===== config.mk =====
export PLATFORM = sky130hd
export DESIGN_NAME = scr_link_ctrl
export DESIGN_NICKNAME = d
export VERILOG_FILES = /design/src/rtl/scr_link_pkg.sv /design/src/rtl/scr_link_timer.sv /design/src/rtl/scr_link_ctrl.sv
export SDC_FILE = /design/constraint.sdc
export NUM_CORES = 1
export LEC_CHECK = 0
export BUFFER_PORTS_ARGS = -buffer_cell sky130_fd_sc_hd__buf_2
export CAP_MARGIN = 10
export CORE_MARGIN = 1
export CORE_UTILIZATION = 45
export DETAILED_ROUTE_END_ITERATION = 7
export GPL_ROUTABILITY_DRIVEN = 1
export PLACE_DENSITY = 0.87
export SLEW_MARGIN = 0
export SYNTH_ARGS = -nofsm -noshare
export SYNTH_HDL_FRONTEND = slang
export SYNTH_SLANG_ARGS = --single-unit

===== constraint.sdc =====
create_clock -name CLK -period 2 [get_ports CLK]
set_input_delay 0.1 -clock CLK [delete_from_list [all_inputs] [get_ports CLK]]
set_output_delay 0.1 -clock CLK [all_outputs]
set_load 0.1 [all_outputs]

===== src/rtl/scr_link_pkg.sv =====
// scr_link_pkg: shared word type, state encoding and fixed link words
// for the scrambler link controller.
package scr_link_pkg;

    typedef logic [29:0] word_t;

    typedef enum logic [1:0] {
        HOLD,
        TRAIN,
        SYNC,
        RUN
    } state_t;

    localparam word_t TRAIN_WORD = 30'h1555_5555;
    localparam word_t SYNC_WORD  = 30'h3FFF_8000;

    function automatic int max_int(input int a, input int b);
        return (a > b) ? a : b;
    endfunction

endpackage


===== src/rtl/scr_link_timer.sv =====
// scr_link_timer: loadable down-counter that saturates at zero;
// done is high while the count is zero.
module scr_link_timer #(
    parameter int            CW   = 8,
    parameter logic [CW-1:0] INIT = '0
) (
    input  logic          CLK,
    input  logic          RST,
    input  logic          load,
    input  logic [CW-1:0] load_val,
    input  logic          en,
    output logic          done
);

    logic [CW-1:0] cnt;

    always_ff @(posedge CLK or posedge RST) begin
        if (RST) begin
            cnt <= INIT;
        end else if (load) begin
            cnt <= load_val;
        end else if (en && (cnt != '0)) begin
            cnt <= cnt - CW'(1);
        end
    end

    assign done = (cnt == '0);

endmodule


===== src/rtl/scr_link_ctrl.sv =====
// scr_link_ctrl: sequences the TX scrambler through HOLD/TRAIN/SYNC/RUN.
// Define SCR_LINK_IDLE_CNT_EN to emit a rolling counter as the RUN idle word.
module scr_link_ctrl
    import scr_link_pkg::*;
#(
    parameter int    HOLD_CYCLES = 4,
    parameter int    TRAIN_WORDS = 64,
    parameter word_t IDLE_WORD   = 30'h0000_0000
) (
    input  logic        CLK,
    input  logic        RST,
    input  logic        LINK_EN,
    input  logic        RESYNC,
    input  logic        REV_CFG,
    input  logic [29:0] DATA_IN,
    input  logic        DATA_VALID,
    output logic        DATA_READY,
    output logic [29:0] SCR_DATA,
    output logic        SCR_EN,
    output logic        SCR_REV,
    output logic        SCR_RSTN,
    output logic        LINK_UP,
    output logic [31:0] DATA_CNT
);

    localparam int CW = $clog2(max_int(HOLD_CYCLES, TRAIN_WORDS) + 1);
    localparam logic [CW-1:0] HOLD_LD  = CW'(HOLD_CYCLES - 1);
    localparam logic [CW-1:0] TRAIN_LD = CW'(TRAIN_WORDS - 1);

    state_t        state;
    state_t        nxt;
    logic          tmr_load;
    logic          tmr_en;
    logic          tmr_done;
    logic [CW-1:0] tmr_val;
    logic          xfer;
    word_t         idle_word;

    // Reset lands in HOLD, so the timer comes out of reset armed for it.
    scr_link_timer #(
        .CW   (CW),
        .INIT (HOLD_LD)
    ) u_timer (
        .CLK      (CLK),
        .RST      (RST),
        .load     (tmr_load),
        .load_val (tmr_val),
        .en       (tmr_en),
        .done     (tmr_done)
    );

    assign DATA_READY = (state == RUN) && LINK_EN;
    assign xfer       = DATA_VALID && DATA_READY;

    always_comb begin
        nxt      = state;
        tmr_load = 1'b0;
        tmr_en   = 1'b0;
        tmr_val  = HOLD_LD;
        unique case (state)
            HOLD: begin
                tmr_en = 1'b1;
                if (tmr_done) begin
                    nxt      = TRAIN;
                    tmr_load = 1'b1;
                    tmr_val  = TRAIN_LD;
                end
            end
            TRAIN: begin
                tmr_en = 1'b1;
                if (tmr_done) begin
                    nxt = SYNC;
                end
            end
            SYNC: begin
                nxt = RUN;
            end
            RUN: begin
                if (RESYNC) begin
                    nxt      = TRAIN;
                    tmr_load = 1'b1;
                    tmr_val  = TRAIN_LD;
                end
            end
        endcase
        // Link disable wins over everything; the hold count restarts on entry.
        if (!LINK_EN) begin
            nxt      = HOLD;
            tmr_load = (state != HOLD);
            tmr_val  = HOLD_LD;
        end
    end

`ifdef SCR_LINK_IDLE_CNT_EN
    word_t idle_cnt;

    always_ff @(posedge CLK or posedge RST) begin
        if (RST) begin
            idle_cnt <= '0;
        end else if (nxt == SYNC) begin
            idle_cnt <= '0;
        end else if ((nxt == RUN) && !xfer) begin
            idle_cnt <= idle_cnt + 30'd1;
        end
    end

    assign idle_word = idle_cnt;
`else
    assign idle_word = IDLE_WORD;
`endif

    // Outputs are registered from the next state so they line up with it.
    always_ff @(posedge CLK or posedge RST) begin
        if (RST) begin
            state    <= HOLD;
            SCR_RSTN <= 1'b0;
            SCR_EN   <= 1'b0;
            SCR_REV  <= 1'b0;
            SCR_DATA <= TRAIN_WORD;
            LINK_UP  <= 1'b0;
            DATA_CNT <= '0;
        end else begin
            state    <= nxt;
            SCR_RSTN <= (nxt != HOLD);
            SCR_EN   <= (nxt == RUN);
            LINK_UP  <= (nxt == RUN);
            if (state == HOLD) begin
                SCR_REV <= REV_CFG;
            end
            if (xfer) begin
                DATA_CNT <= DATA_CNT + 32'd1;
            end
            case (nxt)
                SYNC:    SCR_DATA <= SYNC_WORD;
                RUN:     SCR_DATA <= xfer ? DATA_IN : idle_word;
                default: SCR_DATA <= TRAIN_WORD;
            endcase
        end
    end

endmodule


-- After elaboration in Yosys (flattened, before gate mapping)
Index checks and enable logic that the tools add are counted.
- word-level logic and storage cells: 42
- input port bits: 36
- output and inout port bits: 67
- register bits: 74
- equality and inequality tests: 5
- add/sub/neg operators: 2
- reduce and logical (&&, ||, !) cells: 10
- multiplexer cells: 18
- operators by type and width (kind ; number):
    one-hot mux 30 bit (2 select lines) ; 1
    adder 32 x 1 -> 32 bit (second input constant) ; 1
    2-to-1 mux 30 bit ; 1
    2-to-1 mux 7 bit ; 3
    2-to-1 mux 6 bit ; 2
    one-hot mux 6 bit (2 select lines) ; 1
    == test 2 bit (second input constant) ; 4
    2-to-1 mux 2 bit ; 4
    one-hot mux 2 bit (4 select lines) ; 1
    zero test 7 bit ; 1
    nonzero test 7 bit ; 1
    subtractor 7 x 1 -> 7 bit (second input constant) ; 1
    nonzero test 2 bit ; 3
    2-to-1 mux 1 bit ; 4
    logical AND 1 bit ; 3
    == test 2 x 1 -> 1 bit (second input constant) ; 1
    zero test 2 bit ; 1
    one-hot mux 1 bit (2 select lines) ; 1
    OR reduction 2 bit ; 1

-- Depth between registers and ports, before layout
Gate-level depths: netlist (run 1).
- depth in word-level cells: 6
- mapped depth: 10
- mapped depth without buffers: 8

-- Hierarchy
A second synthesis (run 1) with hierarchy kept.
- cell total of the unflattened synthesis: 306
- area total of the unflattened synthesis: 3395.8 µm²
- modules (own cells, without submodules) (module ; cells each ; sequential area each (µm²) ; instances ; area each (µm²)):
    scr_link_ctrl ; 248 ; 1695.4 ; 1 ; 2889.0
    scr_link_timer ; 58 ; 177.7 ; 1 ; 506.7

-- Least setup slack after synthesis (run 1)
Ideal clock, no wire load.
- path kind: register to register
- start point: register DATA_CNT[5]
- end point: register DATA_CNT[26]
- data arrival time: 2.189 ns
- required time: 1.842 ns
- setup time: 0.158 ns
- path buffers: 0
- stages on the path, launching flop included: 6
- period minus slack after synthesis: 2.347 ns
- setup slack: -0.347 ns
- cell sequence: dfrtp_1 and4_1 nand3_1 nor3_1 nand4_1 xnor2_1
- word-level cells in the longest chain between the ends: 1
- RTL lines (what ; line ; source):
    start: declaration ; scr_link_ctrl.sv:23 ; output logic [31:0] DATA_CNT
    start signal: assignment ; scr_link_ctrl.sv:131 ; DATA_CNT <= DATA_CNT + 32'd1;
    adder 32 x 1 -> 32 bit ; scr_link_ctrl.sv:131 ;
Every way passes these cells.
A chain may end at the register's enable or synchronous reset.

-- Worst setup path after layout (run 1)
- start point: register u_timer.cnt[0]
- end point: register SCR_DATA[9]
- word-level cells in the longest chain between the ends: 6
- elaborated cells on any way between the ends: 8
- those cells by class: eq/ne (2); mux (5); reduce/logical (1)
- RTL lines (what ; line ; source):
    start: declaration ; scr_link_timer.sv:15 ; logic [CW-1:0] cnt;
    start signal: assignment ; scr_link_timer.sv:21 ; cnt <= load_val;
    start signal: assignment ; scr_link_timer.sv:23 ; cnt <= cnt - CW'(1);
    zero test 7 bit * ; scr_link_timer.sv:27 ; assign done = (cnt == '0);
    2-to-1 mux 2 bit, on equally long branches ; scr_link_ctrl.sv:71, scr_link_ctrl.sv:63 ;
    one-hot mux 2 bit (4 select lines) * ; scr_link_ctrl.sv:60 ; unique case (state)
    2-to-1 mux 2 bit * ; scr_link_ctrl.sv:87 ; if (!LINK_EN) begin
    == test 2 bit ; scr_link_ctrl.sv:133 ; case (nxt)
    one-hot mux 30 bit (2 select lines) * ; scr_link_ctrl.sv:133 ;
    end signal: assignment ; scr_link_ctrl.sv:135 ; RUN: SCR_DATA <= xfer ? DATA_IN : idle_word;
    end: declaration ; scr_link_ctrl.sv:18 ; output logic [29:0] SCR_DATA,
Every way passes the cells marked *; elsewhere a longest branch is shown, timed or not.

==> impl_results.html, run 1 <==
<table>
<tr><th>Metric</th><th>Value</th></tr>
<tr><th colspan="2">Status</th></tr>
<tr><td>Run status</td><td>finished, final reports clean</td></tr>
<tr><th colspan="2">Layout</th></tr>
<tr><td>Total area of multi-input combinational cells</td><td>0.00124 mm²</td></tr>
<tr><td>Number of filler cells placed in the layout</td><td>543</td></tr>
<tr><td>Number of cells in the finished layout apart from fillers</td><td>527</td></tr>
<tr><td>Layout Nets</td><td>468</td></tr>
<tr><td>Sequential cell area</td><td>0.00190 mm²</td></tr>
<tr><td>Ant. Diodes</td><td>0</td></tr>
<tr><td>Layout cells sized above 1</td><td>0.450</td></tr>
<tr><td>Relative area change from synthesis to final layout</td><td>39.8%</td></tr>
<tr><th colspan="2">STA</th></tr>
<tr><td>Maximum clock frequency</td><td>501 MHz</td></tr>
<tr><td>Final period utilization</td><td>0.998</td></tr>
<tr><td>Final hold viol count</td><td>0</td></tr>
<tr><td>Worst Setup Slack, final</td><td>0.00462 ns</td></tr>
<tr><td>Setup repair after global routing missed its margin</td><td>yes</td></tr>
<tr><td>Finish-stage setup viols</td><td>0</td></tr>
<tr><td>Final Max Tran Viols</td><td>0</td></tr>
<tr><td>Measured slew at the worst slew-check pin</td><td>0.589 ns</td></tr>
<tr><td>Fin crit period</td><td>2.00 ns</td></tr>
<tr><td>Max_slew headroom</td><td>0.607</td></tr>
<tr><td>Setup skew after layout</td><td>0.00951 ns</td></tr>
<tr><th colspan="2">Pwr</th></tr>
<tr><td>Leakage power summed over all cells</td><td>2.19 nW</td></tr>
<tr><td>Switching part of the total power</td><td>0.264</td></tr>
<tr><td>Net switching power</td><td>0.000932 W</td></tr>
<tr><td>Internal power summed over all cells</td><td>0.00260 W</td></tr>
<tr><td>Sequential power share</td><td>0.477</td></tr>
<tr><td>Power density over cell area</td><td>793 mW/mm²</td></tr>
<tr><td>Worst VDD drop</td><td>0.000380 V</td></tr>
<tr><td>Clock Power Share</td><td>0.359</td></tr>
<tr><td>Overall power of the completed layout</td><td>0.00354 W</td></tr>
<tr><td>Portion of total power attributed to combinational logic</td><td>0.164</td></tr>
<tr><th colspan="2">Global routing</th></tr>
<tr><td>Met1 layer usage reported by global route</td><td>0.264</td></tr>
<tr><td>Via count of the first global-routing pass</td><td>2591</td></tr>
<tr><td>Global-route wire length before repair</td><td>12.2 mm</td></tr>
<tr><td>Most congested layer reported by global routing</td><td>met2</td></tr>
<tr><td>Largest net degree at the start of global routing</td><td>49</td></tr>
<tr><td>Initial antenna violation count</td><td>0</td></tr>
<tr><td>GRT Overall Usage</td><td>0.219</td></tr>
<tr><td>Final global-route overflow total</td><td>0</td></tr>
<tr><td>Met3 capacity usage during global routing</td><td>0.0410</td></tr>
<tr><td>Met2 track demand over resource in global routing</td><td>0.374</td></tr>
<tr><th colspan="2">CTS</th></tr>
<tr><td>Clock Sink Count</td><td>74</td></tr>
<tr><td>TritonCTS Buffers</td><td>9</td></tr>
<tr><td>Root Driver</td><td>sky130_fd_sc_hd__clkbuf_8</td></tr>
<tr><td>TritonCTS clock tree</td><td>yes</td></tr>
<tr><td>Maximum buffer depth of the clock tree</td><td>2</td></tr>
<tr><td>Clock-pin transition on the worst setup and hold timing paths</td><td>0.08 ns</td></tr>
<tr><td>Clock network latency to the later pin of the worst-skew pair</td><td>0.34 ns</td></tr>
<tr><td>Number of H-tree levels</td><td>3</td></tr>
<tr><th colspan="2">Yosys</th></tr>
<tr><td>Register bit count reported by yosys</td><td>74</td></tr>
<tr><td>Fraction of the yosys area taken by sequential cells</td><td>0.587</td></tr>
<tr><td>Synth cell count leaders</td><td>57 x sky130_fd_sc_hd__dfrtp_1, 31 x sky130_fd_sc_hd__nand2_1, 25 x sky130_fd_sc_hd__xnor2_1</td></tr>
<tr><td>Fraction of synthesis flops using an asynchronous set or reset pin</td><td>1.00</td></tr>
<tr><td>Distinct cells, synth</td><td>41</td></tr>
<tr><td>Most repeated cell in the gate-level netlist after synthesis</td><td>sky130_fd_sc_hd__dfrtp_1</td></tr>
<tr><td>Count of flip-flops with a built-in enable after synthesis</td><td>0</td></tr>
<tr><td>Mean Syn Cell Area</td><td>11.5 µm²</td></tr>
<tr><td>Number of warnings reported in the yosys synthesis log</td><td>0</td></tr>
<tr><td>Share of Yosys cell area claimed by the top area cell type</td><td>0.447</td></tr>
<tr><td>Dominant cell type by area after synthesis</td><td>sky130_fd_sc_hd__dfrtp_1</td></tr>
<tr><td>Commonest register cell after synthesis</td><td>sky130_fd_sc_hd__dfrtp_1</td></tr>
<tr><td>Cell area after technology mapping</td><td>0.00319 mm²</td></tr>
<tr><td>Mapped Cells</td><td>277</td></tr>
<tr><td>Net count of the mapped netlist</td><td>319</td></tr>
<tr><td>Largest cells by area after synthesis</td><td>sky130_fd_sc_hd__dfrtp_1 45%, sky130_fd_sc_hd__dfstp_2 14%, sky130_fd_sc_hd__xnor2_1 6.9%</td></tr>
<tr><th colspan="2">Setup path</th></tr>
<tr><td>Worst setup EP type</td><td>flip-flop</td></tr>
<tr><td>Combined buffer and inverter count along the critical path</td><td>1</td></tr>
<tr><td>Stages on worst setup path</td><td>7</td></tr>
<tr><td>Kind of cell adding the most delay to the critical path</td><td>simple AND/OR/NAND/NOR gates</td></tr>
<tr><td>CP Data Required Time</td><td>2.22 ns</td></tr>
<tr><td>Arrival time worst endpoint</td><td>2.22 ns</td></tr>
<tr><td>Cell with the largest stage delay on the worst path</td><td>sky130_fd_sc_hd__dfstp_2</td></tr>
<tr><td>Most numerous cell on the critical path</td><td>sky130_fd_sc_hd__and3_1</td></tr>
<tr><td>Startpoint Class</td><td>flip-flop</td></tr>
<tr><td>Slowest Stage Delay on Critical Path</td><td>0.54 ns</td></tr>
<tr><td>Series of cell instances along the critical path</td><td>inv_1 -&gt; ha_2 -&gt; nor4b_4 -&gt; and3_1 -&gt; a311o_1 -&gt; and2_4 -&gt; and3_1</td></tr>
<tr><td>Classification of the worst setup path</td><td>reg -&gt; reg</td></tr>
<tr><td>Reg2Reg Depth</td><td>7</td></tr>
<tr><td>Worst-path maximum fanout</td><td>8</td></tr>
<tr><th colspan="2">Detailed routing</th></tr>
<tr><td>Antenna viol nets, final</td><td>0</td></tr>
<tr><td>Drt drc</td><td>0</td></tr>
<tr><td>Total length of routed wires</td><td>7.82 mm</td></tr>
<tr><td>Length of the first detailed-routing pass in iterations</td><td>4</td></tr>
<tr><td>Initial detailed-routing violation count</td><td>78</td></tr>
<tr><td>Average wire per standard cell</td><td>14.8 µm</td></tr>
<tr><td>Routed vias/inst</td><td>4.91</td></tr>
<tr><td>Total number of vias</td><td>2589</td></tr>
<tr><th colspan="2">Floorplanning</th></tr>
<tr><td>I/O pin count</td><td>103</td></tr>
<tr><td>X dimension of the die</td><td>86.2 µm</td></tr>
<tr><td>Rows</td><td>30</td></tr>
<tr><td>Initial Util</td><td>0.467</td></tr>
<tr><td>Die H</td><td>86.2 µm</td></tr>
<tr><td>Core area</td><td>0.00683 mm²</td></tr>
<tr><td>Die Outline Area</td><td>0.00743 mm²</td></tr>
<tr><th colspan="2">Placement</th></tr>
<tr><td>Number of placed cells counting well taps</td><td>475</td></tr>
<tr><td>Worst setup slack after placement</td><td>0.0103 ns</td></tr>
<tr><td>Post-detailed-placement half-perimeter wirelength</td><td>4.94 mm</td></tr>
<tr><td>Routability cong.</td><td>0.868</td></tr>
<tr><td>Port Buffer Count</td><td>102</td></tr>
<tr><th colspan="2">Min path</th></tr>
<tr><td>Hold-critical path depth</td><td>2</td></tr>
<tr><td>Worst hold-check path type</td><td>in -&gt; reg</td></tr>
<tr><th colspan="2">Flow run</th></tr>
<tr><td># Max-Cap Violations</td><td>0</td></tr>
</table>
## sequential cells by signal, summed over array words and instances (netlist names)
name and count:
LINK_UP 1, state 2, SCR_DATA 30, SCR_REV 1, u_timer.cnt 7, DATA_CNT 32
SCR_RSTN 1
## repair_timing
| action | 4_1_cts | 5_1_grt |
|---|---|---|
| pin swaps | 2 | 3 |
| hold buffers | 29 | 0 |
| gates cloned | 2 | 0 |
| endpoints found under the setup margin | 1 | 37 |
| setup buffers | 5 | 0 |
| hold endpoints to repair | 44 | 0 |
| resized for setup | 1 | 6 |
## power groups by stage
stage	logic [W]	registers, W	clock network, W
after floorplan	0.000325	0.00173	0
after global placement	0.000445	0.00171	0
after detailed placement	0.000475	0.00171	0
after CTS	0.000569	0.00168	0.00130
after global routing	0.000632	0.00170	0.00135
final	0.000581	0.00169	0.00127
## routing by layer
metal,wire length [µm],vias up
met4,197,0
met2,3870,110
met5,0,-
met3,398,16
met1,3350,1229
li1,-,1234
## cell families after synthesis
group	share of synthesized area
adder cells (fa/ha/maj)	0.0235
AND/OR/NAND/NOR	0.182
AO/OA/AOI/OAI	0.0722
multiplexers	0.00706
flip-flops	0.587
XOR/XNOR	0.0961
buffers and inverters	0.0325
## placed cells by master (no fill, tap or decap), types with 6 or more instances in the layout
cell                            synthesis  final
sky130_fd_sc_hd__dfrtp_1               57     32
sky130_fd_sc_hd__dlygate4sd3_1          0     29
sky130_fd_sc_hd__xor2_1                10     10
sky130_fd_sc_hd__and3_1                14     14
sky130_fd_sc_hd__inv_1                  8      7
sky130_fd_sc_hd__dfstp_2               17     17
sky130_fd_sc_hd__clkbuf_8               0     10
sky130_fd_sc_hd__buf_4                  1     14
sky130_fd_sc_hd__a21oi_1                9      8
sky130_fd_sc_hd__o21ai_0                7      7
sky130_fd_sc_hd__xnor2_1               25     25
sky130_fd_sc_hd__nand2_1               31     31
sky130_fd_sc_hd__nand4_1                6      6
sky130_fd_sc_hd__nor2_1                12     12
sky130_fd_sc_hd__buf_2                  5    102
sky130_fd_sc_hd__dfrtp_2                0     25
sky130_fd_sc_hd__a21o_1                 9      9
sky130_fd_sc_hd__nand3_1               21     21
## per-stage QoR
stage                util  hold WS (ns)  area, µm²  TNS (ns)
finish              0.653        0.0314       4460         0
global route        0.653        0.0184       4460    -0.305
CTS                 0.651       0.00528       4440         0
detailed placement  0.568         0.193       3880         0
global placement    0.568         0.181       3880         0
floorplan               -         0.216       3230         0
## cell type report
type / instances / share of cell area
Inverter: 9 / 0.00898
Clock buffer: 11 / 0.0317
Sequential cell: 74 / 0.427
Clock inverter: 5 / 0.0174
Timing Repair Buffer: 147 / 0.210
Tap cell: 96 / 0.0269
Multi-Input combinational cell: 185 / 0.278
## path summary, 6_finish.rpt
path / start / to / slack (ns)
worst max-delay path: u_timer.cnt[0] / SCR_DATA[9] / 0.005
worst min-delay path: DATA_IN[9] / SCR_DATA[9] / 0.03
worst max register to register: u_timer.cnt[0] / SCR_DATA[9] / 0.005
worst min register to register: DATA_CNT[8] / DATA_CNT[8] / 0.47
max in group asynchronous: RST / SCR_DATA[16] / 0.93
min in group asynchronous: RST / DATA_CNT[30] / 0.39
(Power assumes the default switching activity.)
==> run 2, diff against run 1 <==
--- a/config.mk
+++ b/config.mk
@@ -5,13 +5,16 @@
 export SDC_FILE = /design/constraint.sdc
 export NUM_CORES = 1
 export LEC_CHECK = 0
+export ABC_AREA = 0
 export BUFFER_PORTS_ARGS = -buffer_cell sky130_fd_sc_hd__buf_2
 export CAP_MARGIN = 10
+export CELL_PAD_IN_SITES_DETAIL_PLACEMENT = 1
+export CELL_PAD_IN_SITES_GLOBAL_PLACEMENT = 1
 export CORE_MARGIN = 1
-export CORE_UTILIZATION = 45
+export CORE_UTILIZATION = 35
 export DETAILED_ROUTE_END_ITERATION = 7
 export GPL_ROUTABILITY_DRIVEN = 1
-export PLACE_DENSITY = 0.87
+export PLACE_DENSITY = 0.76
 export SLEW_MARGIN = 0
 export SYNTH_ARGS = -nofsm -noshare
 export SYNTH_HDL_FRONTEND = slang
==> impl_results.html, run 2 (synthesis results as in run 1) <==
<table>
<tr><th>Metric</th><th>Value</th></tr>
<tr><th colspan="2">STA</th></tr>
<tr><td>Setup repair after global routing missed its margin</td><td>yes</td></tr>
<tr><td>Final period utilization</td><td>0.983</td></tr>
<tr><td>Final Max Tran Viols</td><td>0</td></tr>
<tr><td>Setup skew after layout</td><td>0.0134 ns</td></tr>
<tr><td>Final hold viol count</td><td>0</td></tr>
<tr><td>Summed negative setup slack over all endpoints</td><td>0 ns</td></tr>
<tr><td>Finish-stage setup viols</td><td>0</td></tr>
<tr><td>Maximum clock frequency</td><td>509 MHz</td></tr>
<tr><td>Measured slew at the worst slew-check pin</td><td>0.642 ns</td></tr>
<tr><td>Max_slew headroom</td><td>0.571</td></tr>
<tr><td>Fin crit period</td><td>1.97 ns</td></tr>
<tr><th colspan="2">Placement</th></tr>
<tr><td>Port Buffer Count</td><td>102</td></tr>
<tr><td>Routability cong.</td><td>0.789</td></tr>
<tr><td>Post-detailed-placement half-perimeter wirelength</td><td>5.71 mm</td></tr>
<tr><th colspan="2">CTS</th></tr>
<tr><td>Root Driver</td><td>sky130_fd_sc_hd__clkbuf_8</td></tr>
<tr><td>Clock-pin transition on the worst setup and hold timing paths</td><td>0.08 ns</td></tr>
<tr><td>TritonCTS clock tree</td><td>yes</td></tr>
<tr><td>Clock Sink Count</td><td>74</td></tr>
<tr><td>Maximum buffer depth of the clock tree</td><td>2</td></tr>
<tr><td>Clock network latency to the later pin of the worst-skew pair</td><td>0.35 ns</td></tr>
<tr><td>Number of H-tree levels</td><td>3</td></tr>
<tr><td>TritonCTS Buffers</td><td>9</td></tr>
<tr><th colspan="2">Min path</th></tr>
<tr><td>Worst hold-check path type</td><td>in -&gt; reg</td></tr>
<tr><th colspan="2">Detailed routing</th></tr>
<tr><td>Average wire per standard cell</td><td>16.1 µm</td></tr>
<tr><td>Routed vias/inst</td><td>4.81</td></tr>
<tr><td>Antenna viol nets, final</td><td>0</td></tr>
<tr><td>Total number of vias</td><td>2565</td></tr>
<tr><td>Length of the first detailed-routing pass in iterations</td><td>4</td></tr>
<tr><td>Drt drc</td><td>0</td></tr>
<tr><td>Initial detailed-routing violation count</td><td>87</td></tr>
<tr><td>Total length of routed wires</td><td>8.56 mm</td></tr>
<tr><th colspan="2">Global routing</th></tr>
<tr><td>Via count of the first global-routing pass</td><td>2811</td></tr>
<tr><td>GRT Overall Usage</td><td>0.191</td></tr>
<tr><td>Largest net degree at the start of global routing</td><td>48</td></tr>
<tr><td>Global-route wire length before repair</td><td>14.3 mm</td></tr>
<tr><td>Final global-route overflow total</td><td>0</td></tr>
<tr><td>Initial antenna violation count</td><td>0</td></tr>
<tr><th colspan="2">Setup path</th></tr>
<tr><td>Combined buffer and inverter count along the critical path</td><td>1</td></tr>
<tr><td>Most numerous cell on the critical path</td><td>sky130_fd_sc_hd__and3_4</td></tr>
<tr><td>CP Data Required Time</td><td>2.24 ns</td></tr>
<tr><td>Cell with the largest stage delay on the worst path</td><td>sky130_fd_sc_hd__dfstp_2</td></tr>
<tr><td>Arrival time worst endpoint</td><td>2.21 ns</td></tr>
<tr><td>Worst-path maximum fanout</td><td>8</td></tr>
<tr><td>Kind of cell adding the most delay to the critical path</td><td>simple AND/OR/NAND/NOR gates</td></tr>
<tr><td>Worst setup EP type</td><td>flip-flop</td></tr>
<tr><td>Series of cell instances along the critical path</td><td>inv_2 -&gt; ha_4 -&gt; nor4b_4 -&gt; and3_4 -&gt; a311o_2 -&gt; and2_4 -&gt; and3_4</td></tr>
<tr><td>Slowest Stage Delay on Critical Path</td><td>0.56 ns</td></tr>
<tr><td>Classification of the worst setup path</td><td>reg -&gt; reg</td></tr>
<tr><td>Startpoint Class</td><td>flip-flop</td></tr>
<tr><th colspan="2">Layout</th></tr>
<tr><td>Relative area change from synthesis to final layout</td><td>40.4%</td></tr>
<tr><td>Layout Nets</td><td>462</td></tr>
<tr><td>Biggest register</td><td>DATA_CNT</td></tr>
<tr><td>Largest regs</td><td>DATA_CNT x32, SCR_DATA x30, u_timer.cnt x7</td></tr>
<tr><td>Layout cells sized above 1</td><td>0.482</td></tr>
<tr><td>Most used cells in the layout excluding fill and tap cells</td><td>102 x sky130_fd_sc_hd__buf_2, 34 x sky130_fd_sc_hd__dfrtp_1, 31 x sky130_fd_sc_hd__nand2_1</td></tr>
<tr><td>Ant. Diodes</td><td>0</td></tr>
<tr><td>Sequential cell area</td><td>0.00190 mm²</td></tr>
<tr><td>Flip-flop count of the largest register, all copies and words added</td><td>32</td></tr>
<tr><td>Number of filler cells placed in the layout</td><td>985</td></tr>
<tr><td>Most frequent standard cell in the layout excluding fill and tap cells</td><td>sky130_fd_sc_hd__buf_2</td></tr>
<tr><td>Total area of multi-input combinational cells</td><td>0.00131 mm²</td></tr>
<tr><th colspan="2">Pwr</th></tr>
<tr><td>Leakage power summed over all cells</td><td>2.16 nW</td></tr>
<tr><td>Worst VDD drop</td><td>0.000307 V</td></tr>
<tr><td>Overall power of the completed layout</td><td>0.00357 W</td></tr>
<tr><td>Power density over cell area</td><td>796 mW/mm²</td></tr>
<tr><th colspan="2">Floorplanning</th></tr>
<tr><td>X dimension of the die</td><td>97.5 µm</td></tr>
<tr><td>Rows</td><td>34</td></tr>
<tr><td>Die Outline Area</td><td>0.00950 mm²</td></tr>
<tr><td>I/O pin count</td><td>103</td></tr>
<tr><td>Die H</td><td>97.5 µm</td></tr>
<tr><td>Initial Util</td><td>0.364</td></tr>
<tr><td>Core area</td><td>0.00876 mm²</td></tr>
<tr><th colspan="2">Flow run</th></tr>
<tr><td># Max-Cap Violations</td><td>0</td></tr>
<tr><th colspan="2">Status</th></tr>
<tr><td>Run status</td><td>finished, final reports clean</td></tr>
</table>
run 2: cell count changes in the layout (fill, tap and decap cells not counted), sizes merged:
| cell | delta |
|---|---|
| clkinvlp | +1 |
| bufinv | -1 |
| clkbuf | -1 |
| inv | +2 |
| clkinv | -1 |
| and2 | +1 |
| buf | -3 |
| dlygate4sd3 | -4 |
run 2: routing by layer:
layer,wire (µm),share of wire,global-route usage,vias up
met5,0,0,0,-
met4,146,0.017,0.0758,0
met3,341,0.040,0.0338,13
met2,4180,0.49,0.315,72
met1,3900,0.46,0.249,1260
li1,-,-,-,1220
run 2: repair_timing:
| item | 4_1_cts | 5_1_grt |
|---|---|---|
| resized for setup | 10 | 12 |
| endpoints found under the hold margin | 51 | 0 |
| setup buffers | 3 | 2 |
| cloned | 2 | 1 |
| endpoints found under the setup margin | 8 | 47 |
| pin swaps | 5 | 11 |
| hold buffers | 25 | 0 |
run 2: report_power, final:
part           switching (W)  internal (W)  total, W
clock network       0.000608      0.000663   0.00127
logic               0.000319      0.000288  0.000607
registers          0.0000935       0.00160   0.00169
total                0.00102       0.00255   0.00357
run 2: through the flow:
step | utilization | instance area (µm²) | hold WS, ns | cells | setup slack [ns]
6_report | 0.511 | 4480 | 0.0273 | 533 | 0.0345
5_1_grt | 0.511 | 4480 | 0.0254 | 533 | -0.0158
4_1_cts | 0.505 | 4430 | 0.00253 | 530 | -0.00665
3_5_place_dp | 0.442 | 3870 | 0.225 | 484 | -0.00614
3_3_place_gp | 0.442 | 3870 | 0.211 | 484 | 0.0497
2_1_floorplan | - | 3230 | 0.216 | 277 | 0.00520
run 2: area by class of cell:
type | instances | share of cell area
repair buffers | 140 | 0.194
flip-flops and latches | 74 | 0.424
clock buffers | 10 | 0.0332
clock inverters | 6 | 0.0159
well taps | 108 | 0.0302
multi-input cells | 186 | 0.293
inverters | 9 | 0.00894
run 2: final timing paths:
path                                     start           end  slack [ns]  cells after the start
worst max-delay path            u_timer.cnt[0]   SCR_DATA[1]        0.03                      7
worst min-delay path                DATA_IN[7]   SCR_DATA[7]        0.03                      2
worst max register to register  u_timer.cnt[0]   SCR_DATA[1]        0.03                      7
worst min register to register    DATA_CNT[20]  DATA_CNT[20]        0.48                      1
max in group asynchronous                  RST   SCR_DATA[8]        0.91                      4
min in group asynchronous                  RST  DATA_CNT[30]        0.38                      3
